===== src/rtl/song_sequencer.sv =====
// Steps the confirmed song's note chart from a 1-cycle-latency ROM while the game is in PLAY.
// It drives the lane notes and scores button hits. Define SONG_SEQUENCER_MISS_COUNT_EN to add the miss_count output.
module song_sequencer #(
  parameter int TICKS_PER_STEP = 6250000,
  parameter int STEP_W         = 6,
  parameter int SCORE_W        = 8
) (
  input  logic               clk,
  input  logic               rst,
  input  logic [1:0]         state,
  input  logic [1:0]         song_confirm,
  input  logic               red_button,
  input  logic               blue_button,
  input  logic               yellow_button,
  output logic               chart_rd,
  output logic [STEP_W+1:0]  chart_addr,
  input  logic [3:0]         chart_data,
  output logic [2:0]         lanes,
  output logic [STEP_W-1:0]  step_idx,
  output logic [SCORE_W-1:0] score,
  output logic               finish,
  output logic               busy
`ifdef SONG_SEQUENCER_MISS_COUNT_EN
  ,
  output logic [SCORE_W-1:0] miss_count
`endif
);
  localparam int                TICK_W    = $clog2(TICKS_PER_STEP);
  localparam logic [TICK_W-1:0] TICK_LAST = TICK_W'(TICKS_PER_STEP - 1);
  localparam logic [1:0]        ST_PLAY   = 2'd2;

  typedef enum logic [2:0] {S_IDLE, S_FETCH, S_WAIT, S_SHOW, S_DONE} fsm_t;

  fsm_t               fsm_q, fsm_d;
  logic [1:0]         song_q, song_d;
  logic [STEP_W-1:0]  step_q, step_d;
  logic [2:0]         lanes_q, lanes_d;
  logic [SCORE_W-1:0] score_q, score_d;
  logic [TICK_W-1:0]  tick_q, tick_d;
  logic [2:0]         hit_q, hit_d;
  logic               finish_q, finish_d;
  logic [2:0]         btn_q;
  logic [2:0]         btn, press, hit_now;
`ifdef SONG_SEQUENCER_MISS_COUNT_EN
  logic [SCORE_W-1:0] miss_q, miss_d;
`endif

  function automatic logic [1:0] popcnt3(input logic [2:0] v);
    return {1'b0, v[0]} + {1'b0, v[1]} + {1'b0, v[2]};
  endfunction

  function automatic logic [SCORE_W-1:0] sat_add(input logic [SCORE_W-1:0] a, input logic [1:0] n);
    logic [SCORE_W:0] s;
    s = {1'b0, a} + (SCORE_W+1)'(n);
    return s[SCORE_W] ? {SCORE_W{1'b1}} : s[SCORE_W-1:0];
  endfunction

  // Lane 0 is red. A press is the first cycle a level is seen high.
  assign btn     = {yellow_button, blue_button, red_button};
  assign press   = btn & ~btn_q;
  assign hit_now = (fsm_q == S_SHOW) ? (press & lanes_q & ~hit_q) : 3'b000;

  always_comb begin
    fsm_d    = fsm_q;
    song_d   = song_q;
    step_d   = step_q;
    lanes_d  = lanes_q;
    score_d  = score_q;
    tick_d   = tick_q;
    hit_d    = hit_q;
    finish_d = 1'b0;
`ifdef SONG_SEQUENCER_MISS_COUNT_EN
    miss_d   = miss_q;
`endif
    if (song_confirm != 2'd0) song_d = song_confirm;
    unique case (fsm_q)
      S_IDLE: begin
        if (state == ST_PLAY && song_q != 2'd0) begin
          step_d  = '0;
          score_d = '0;
`ifdef SONG_SEQUENCER_MISS_COUNT_EN
          miss_d  = '0;
`endif
          fsm_d   = S_FETCH;
        end
      end
      S_FETCH: begin
        if (state != ST_PLAY) begin
          fsm_d   = S_IDLE;
          lanes_d = '0;
        end else begin
          fsm_d = S_WAIT;
        end
      end
      S_WAIT: begin
        if (state != ST_PLAY) begin
          fsm_d   = S_IDLE;
          lanes_d = '0;
        end else if (chart_data[3]) begin
          lanes_d  = '0;
          fsm_d    = S_DONE;
          finish_d = 1'b1;
        end else begin
          lanes_d = chart_data[2:0];
          hit_d   = '0;
          tick_d  = '0;
          fsm_d   = S_SHOW;
        end
      end
      S_SHOW: begin
        // Scoring applies on every SHOW cycle, including the exit cycle.
        score_d = sat_add(score_q, popcnt3(hit_now));
        hit_d   = hit_q | hit_now;
        tick_d  = tick_q + TICK_W'(1);
        if (state != ST_PLAY) begin
          fsm_d   = S_IDLE;
          lanes_d = '0;
        end else if (tick_q == TICK_LAST) begin
          lanes_d = '0;
`ifdef SONG_SEQUENCER_MISS_COUNT_EN
          miss_d  = sat_add(miss_q, popcnt3(lanes_q & ~hit_d));
`endif
          if (step_q == '1) begin
            fsm_d    = S_DONE;
            finish_d = 1'b1;
          end else begin
            step_d = step_q + STEP_W'(1);
            fsm_d  = S_FETCH;
          end
        end
      end
      S_DONE: begin
        song_d = song_confirm;
        fsm_d  = S_IDLE;
      end
      default: fsm_d = S_IDLE;
    endcase
  end

  always_ff @(posedge clk) begin
    if (rst) begin
      fsm_q    <= S_IDLE;
      song_q   <= '0;
      step_q   <= '0;
      lanes_q  <= '0;
      score_q  <= '0;
      tick_q   <= '0;
      hit_q    <= '0;
      finish_q <= 1'b0;
      btn_q    <= '0;
`ifdef SONG_SEQUENCER_MISS_COUNT_EN
      miss_q   <= '0;
`endif
    end else begin
      fsm_q    <= fsm_d;
      song_q   <= song_d;
      step_q   <= step_d;
      lanes_q  <= lanes_d;
      score_q  <= score_d;
      tick_q   <= tick_d;
      hit_q    <= hit_d;
      finish_q <= finish_d;
      btn_q    <= btn;
`ifdef SONG_SEQUENCER_MISS_COUNT_EN
      miss_q   <= miss_d;
`endif
    end
  end

  assign chart_rd   = (fsm_q == S_FETCH);
  assign chart_addr = chart_rd ? {song_q, step_q} : '0;
  assign busy       = (fsm_q == S_FETCH) || (fsm_q == S_WAIT) || (fsm_q == S_SHOW);
  assign lanes      = lanes_q;
  assign step_idx   = step_q;
  assign score      = score_q;
  assign finish     = finish_q;
`ifdef SONG_SEQUENCER_MISS_COUNT_EN
  assign miss_count = miss_q;
`endif

endmodule


===== config.mk =====
export PLATFORM = sky130hd
export DESIGN_NAME = song_sequencer
export DESIGN_NICKNAME = d
export VERILOG_FILES = /design/src/rtl/song_sequencer.sv
export SDC_FILE = /design/constraint.sdc
export NUM_CORES = 1
export LEC_CHECK = 0
export CAP_MARGIN = 10
export CORE_ASPECT_RATIO = 0.9
export CORE_MARGIN = 2
export CORE_UTILIZATION = 35
export DETAILED_ROUTE_END_ITERATION = 12
export GPL_ROUTABILITY_DRIVEN = 0
export SLEW_MARGIN = 30
export SYNTH_ARGS = -nofsm -noshare
export SYNTH_HDL_FRONTEND = slang
export SYNTH_SLANG_ARGS = --single-unit

===== constraint.sdc =====
create_clock -name clk -period 5.2 [get_ports clk]
set_clock_uncertainty 0.2 [all_clocks]
set_input_delay 0.52 -clock clk [delete_from_list [all_inputs] [get_ports clk]]
set_output_delay 0.52 -clock clk [all_outputs]
set_load 0.01 [all_outputs]

==> results of run 1 <==
power breakdown:
group / leakage, uW / internal (uW) / switching, uW
clock network: 0.0000614 / 158 / 135
logic: 0.000583 / 16.2 / 21.3
registers: 0.000420 / 401 / 2.34
total: 0.00106 / 574 / 158
cells in the mapped netlist, types with 2 or more instances:
cell	instances	area share, %
nor3_1	9	1.7
a21oi_1	21	4.0
clkbuf_1	12	1.7
fa_1	2	1.5
and2_1	10	2.4
or3_1	10	2.4
nor2_1	31	4.4
and3_1	6	1.4
nand4_1	8	1.9
o2111ai_1	4	1.3
or4_1	8	2.3
a31oi_1	8	1.9
nand2b_1	3	0.71
o31ai_1	4	1.1
xnor2_1	12	4.0
inv_1	13	1.9
xor2_1	3	1.0
dfxtp_1	52	39
nand3b_1	4	1.1
nand2_1	22	3.1
nor4_1	11	2.6
nor2b_1	5	1.2
buf_2	3	0.57
o21ai_0	8	1.5
nand3_1	23	4.4
ha_1	4	1.9
o211ai_1	4	1.1
a32oi_1	3	1.0
and4_1	3	1.0
area by class of cell:
cell class	instances	share of cell area [%]
sequential	52	32.3
clock buffer	6	2.56
multi-input combinational	242	46.1
clock inverter	2	1.20
inverter	14	1.63
timing repair buffer	41	12.5
tap	96	3.72
per-stage QoR:
step	worst slack (ns)	utilization [%]	instances	hold slack, ns	instance area (um^2)
6_report	1.72	43.4	453	0.265	3230
5_1_grt	1.44	43.4	453	0.298	3230
4_1_cts	1.71	43.4	453	0.270	3230
3_5_place_dp	1.55	41.8	445	0.254	3100
3_3_place_gp	1.58	41.8	445	0.245	3100
2_1_floorplan	1.75	-	323	0.229	2640
state kept, by name, summed over array words and instances, names as in the netlist:
signal,cells
btn_q,3
finish,1
fsm_q,3
hit_q,3
lanes,3
score,8
song_q,2
step_idx,6
tick_q,23
final timing paths:
check                                             end  slack, ns  depth (start not counted)
worst max-delay path            score[4]$_SDFFE_PP0P_       1.72                         12
worst min register to register  hit_q[0]$_SDFFE_PP0P_       0.27                          2
worst max register to register  score[4]$_SDFFE_PP0P_       1.72                         12
worst min-delay path            hit_q[0]$_SDFFE_PP0P_       0.27                          2
routing by layer:
layer	share of wire, %	GRT usage [%]	up-vias
met5	0	0	-
met4	1.2	3.90	0
met3	3.2	2.78	8
met2	44	23.9	38
met1	51	22.2	1112
li1	-	-	1240
cell families after synthesis:
group,Yosys count,share of synthesized area [%]
DFF,52,39.5
AOI/OAI and AO/OA,58,13.8
xor gates and xnor gates,15,4.98
muxes,2,0.807
and+or+nand+nor,161,33.2
buffers and inverters,29,4.27
adders and majority gates,6,3.42
worst max-delay path, cell delays in order (launching register included):
cell and delay, ns:
dfxtp_1 0.55, nand3b_1 0.11, buf_4 0.20, or4_1 0.50, fa_1 0.49, inv_1 0.04
ha_1 0.21, fa_1 0.41, nand3_1 0.14, nor3_1 0.10, and3_1 0.19, o21ai_0 0.15
a21oi_1 0.08
==> metrics, run 1 <==
# clock sinks 52; Syn Nets ~340; number of iterations in the first detailed-routing pass 4; Root Driver clkbuf_8; row count 30; clock buffer depth 2; multi-input combinational cell area roughly 1500 um^2; total grt overflow 0; status completed; Port Buffers 40; worst min path class reg2reg; vias in the first global route 2,120; first-pass GRT wire length 10,200 um; EDFF count, synth 0; number of vias in the routed layout 2,398; Hold Fails Final Rpt 0; HPWL after DPL approximately 4300 um; Syn-to-layout area delta 22.4%; sequential fraction of the synthesis area 39.5%; maximum vdd drop 0.115 mV; sequential cell area 1040 um^2; final net count 375; die area around 8200 um^2; FMAX between 200 and 300 MHz; CTS tree built; Final Power between 700 and 800 uW; clock period minus worst slack roughly 3.5 ns; total CTS buffers 5; MaxCap Viol Count 0; die width approximately 95 um; Lkg Pwr about 0.0011 uW; commonest non-fill, non-tap cell in the layout dfxtp_1; antenna violations before repair 0; drt total wl 6180 um; Post-CTS Setup Repair Bufs 0; DRC violations left 0; Die Ht 86.3 um; setup TNS 0 ns; Cell variety after synth 46; vias per inst 5.29; Clk pin slew, worst setup/hold paths roughly 0.10 ns; Starting Density 35.5%; Cell Area, Synth approximately 2600 um^2; GRT Total Usage between 10% and 20%; cell count after synthesis ~320; crit-path max FO 14; syn_area_per_cell between 8 and 9 um^2; Arr. time, crit path 3.47 ns; largest net degree at the start of global routing 25; most frequent cells in the layout dfxtp_1 (52), clkdlybuf4s50_1 (39), nor2_1 (31); Antenna Nets Post-Route 0; DR WL/cell between 10 and 15 um; crit start category register; period utilization between 60% and 70%; H-tree levels 2; Core Footprint between 7000 and 8000 um^2; Crit Path Class reg2reg; I/O pin cnt 41; number of diodes 0; reg-to-reg startpoint fsm_q[1]$_SDFFE_PP0P_; Slew Viols, Final 0; asr flop ratio synth 0%; worst hold path startpoint hit_q[0]$_SDFFE_PP0P_; Post-CTS Hold Buffers 0; CP Launch Point fsm_q[1]$_SDFFE_PP0P_; Worst-Skew Late Latency roughly 0.31 ns; Worst Path Required 5.18 ns; Yosys reg bits 52; layout filler cell count 751; Worst setup EP type register; Yosys Warn Count 0; drt initial violations 71; worst-margin pin slew ~0.84 ns; post-cts resize count 0; share of cells above drive strength 1 slightly below 4%; Post-synth top flop dfxtp_1; PD cells 227 nW/um^2; RSZ-0062 raised after global routing no; final setup vio count 0; slew margin rel. roughly 44%
No activity file was read; power rests on OpenSTA's default activity.
==> run 2: changes to the inputs <==
==> constraint.sdc (replaced) <==
create_clock -name clk -period 2.9 [get_ports clk]
set_clock_uncertainty 0.2 [all_clocks]
set_input_delay 0.29 -clock clk [delete_from_list [all_inputs] [get_ports clk]]
set_output_delay 0.29 -clock clk [all_outputs]
set_load 0.01 [all_outputs]
==> metrics, run 2 (same netlist as run 1, synthesis figures left out) <==
status finished with violations; failing checks negative setup slack; Syn-to-layout area delta 28.6%; crit-path cells clkdlybuf4s50_1 > nand2_1 > or4_4 > fa_1 > inv_1 > ha_2 > fa_2 > nand3_2 > nor3_4 > buf_4 > nand2b_1 > nand3_1 > a21oi_1; hold_ws 0.272 ns (+0.00635 ns); Worst setup EP type register; PD cells 360 nW/um^2 (+58%); most frequent cells in the layout dfxtp_1 (51), clkdlybuf4s50_1 (40), nor2_1 (31); clock buffer depth 2 (unchanged); Final Cell Area 3390 um^2 (+5.1%); Core Footprint 7430 um^2 (unchanged); HPWL after DPL 4770 um (+11%); final net count 394 (+5.1%); antenna violations before repair 0 (unchanged); Hold Fails Final Rpt 0 (unchanged); commonest non-fill, non-tap cell in the layout dfxtp_1; number of iterations in the first detailed-routing pass 4 (unchanged); Clk pin slew, worst setup/hold paths 0.09 ns (about the same); Slew Viols, Final 0 (unchanged); final setup vio count 1 (+1); CP Launch Point yellow_button; clock period minus worst slack approximately 2.9 ns; reg-to-reg startpoint fsm_q[2]$_SDFFE_PP0P_; number of diodes 0 (unchanged); vias per inst 5.40 (+2.0%); Reg2Reg Setup Slack 0.01 ns (-1.71 ns); I/O pin cnt 41 (unchanged); drt total wl 6580 um (+6.4%); number of vias in the routed layout 2,548 (+6.3%); DR WL/cell 13.9 um (+2.1%); Top reg by flops tick_q; FMAX 345 MHz; highest-delay cell along the critical path fa_1; first-pass GRT wire length 11,300 um (+12%); Buf/Inv on CP 3 (+1); Lkg Pwr 0.00117 uW (+9.5%); Starting Density 35.5% (unchanged); share of cells above drive strength 1 9.84% (+5.9 points); Post-CTS Hold Buffers 0 (unchanged); largest net degree at the start of global routing 25 (unchanged); worst hold path startpoint hit_q[0]$_SDFFE_PP0P_; Root Driver clkbuf_8; CP peak stage delay 0.49 ns (-0.06 ns); Die Ht 86.3 um (unchanged); drt initial violations 150 (+110%); Crit Path Class in2reg; GRT Total Usage 17.2% (+1.8 points); # clock sinks 52 (unchanged); die width 95.5 um (unchanged); maximum vdd drop 0.190 mV (+65%); crit start category primary input; Arr. time, crit path 2.94 ns (-0.53 ns); slew margin rel. 60.4% (+17 points); setup ws final -0.00207 ns (-1.72 ns); period utilization 100%; max FFs per register 23 (unchanged); Worst-Skew Late Latency 0.30 ns (about the same); total CTS buffers 5 (unchanged); CTS tree built; vias in the first global route 2,409 (+14%); MaxCap Viol Count 0 (unchanged); DRC violations left 0 (unchanged); worst-margin pin slew 0.589 ns (-0.254 ns); Port Buffers 40 (unchanged); H-tree levels 2 (unchanged); Worst Path Required 2.94 ns (-2.24 ns); RSZ-0062 raised after global routing yes; cell family with most CP delay adder cells; row count 30 (unchanged); worst min path class reg2reg; layout filler cell count 751 (unchanged); total grt overflow 0 (unchanged); die area 8240 um^2 (unchanged); crit-path max FO 3 (-11); Cell Area, Placed 3250 um^2 (+4.7%); Antenna Nets Post-Route 0 (unchanged); Final Power 1220 uW (+66%)
## run 2: report_power, final
part	leakage [uW]	total, uW	internal [uW]	switching, uW
Sequential	0.000421	721	718	2.58
Combinational	0.000700	76.8	34.6	42.2
Clock	0.0000455	422	195	227
Total	0.00117	1220	948	272
## run 2: per-layer routing
metal  vias up  routed length, um  global-route usage [%]  part of all wire, %
li1       1272                  -                       -                    -
met1      1216               3150                    23.3                   48
met2        54               3110                    28.6                   47
met3         6                275                    3.57                  4.2
met4         0                 40                    3.25                 0.61
met5         -                  0                       0                    0
## run 2: worst paths after layout
| kind | end | cells after the start |
|---|---|---|
| worst max-delay path | score[6]$_SDFFE_PP0P_ | 13 |
| worst max register to register | score[6]$_SDFFE_PP0P_ | 12 |
| worst min-delay path | hit_q[0]$_SDFFE_PP0P_ | 2 |
| worst min register to register | hit_q[0]$_SDFFE_PP0P_ | 2 |
## run 2: metrics by stage
| step | utilization, % | instances | setup TNS [ns] | setup slack, ns |
|---|---|---|---|---|
| after floorplan | - | 323 | -1.83 | -0.284 |
| after global placement | 43.7 | 462 | -2.72 | -0.361 |
| after detailed placement | 43.7 | 462 | -3.11 | -0.421 |
| after CTS | 45.3 | 471 | -0.0956 | -0.0537 |
| after global routing | 45.6 | 472 | -0.705 | -0.113 |
| final | 45.6 | 472 | -0.00207 | -0.00207 |
## run 2: final cells by class
cell class                 instances  area [um^2]  area share [%]
sequential                        52         1040            30.7
tap                               96          120            3.54
multi-input combinational        242         1540            45.3
clock buffer                       8         90.1            2.66
timing repair buffer              60          551            16.2
inverter                          14         52.6            1.55
## run 2: timing repair
item / CTS / global route
hold endpoints to repair: 0 / 0
setup endpoints to repair: 7 / 8
resized for setup: 4 / 3
pin swaps: 3 / 1
setup buffers: 1 / 1
cloned: 0 / 0
## run 2: worst reg2reg max path, stage by stage (launching register included)
cell and delay (ns):
dfxtp_2 0.32, nand3b_1 0.23, or4_4 0.45, fa_1 0.49, inv_1 0.04, ha_2 0.18, fa_2 0.34, nand3_2 0.11
nor3_4 0.04, buf_4 0.15, nand2b_1 0.06, nand3_1 0.07, a21oi_1 0.13
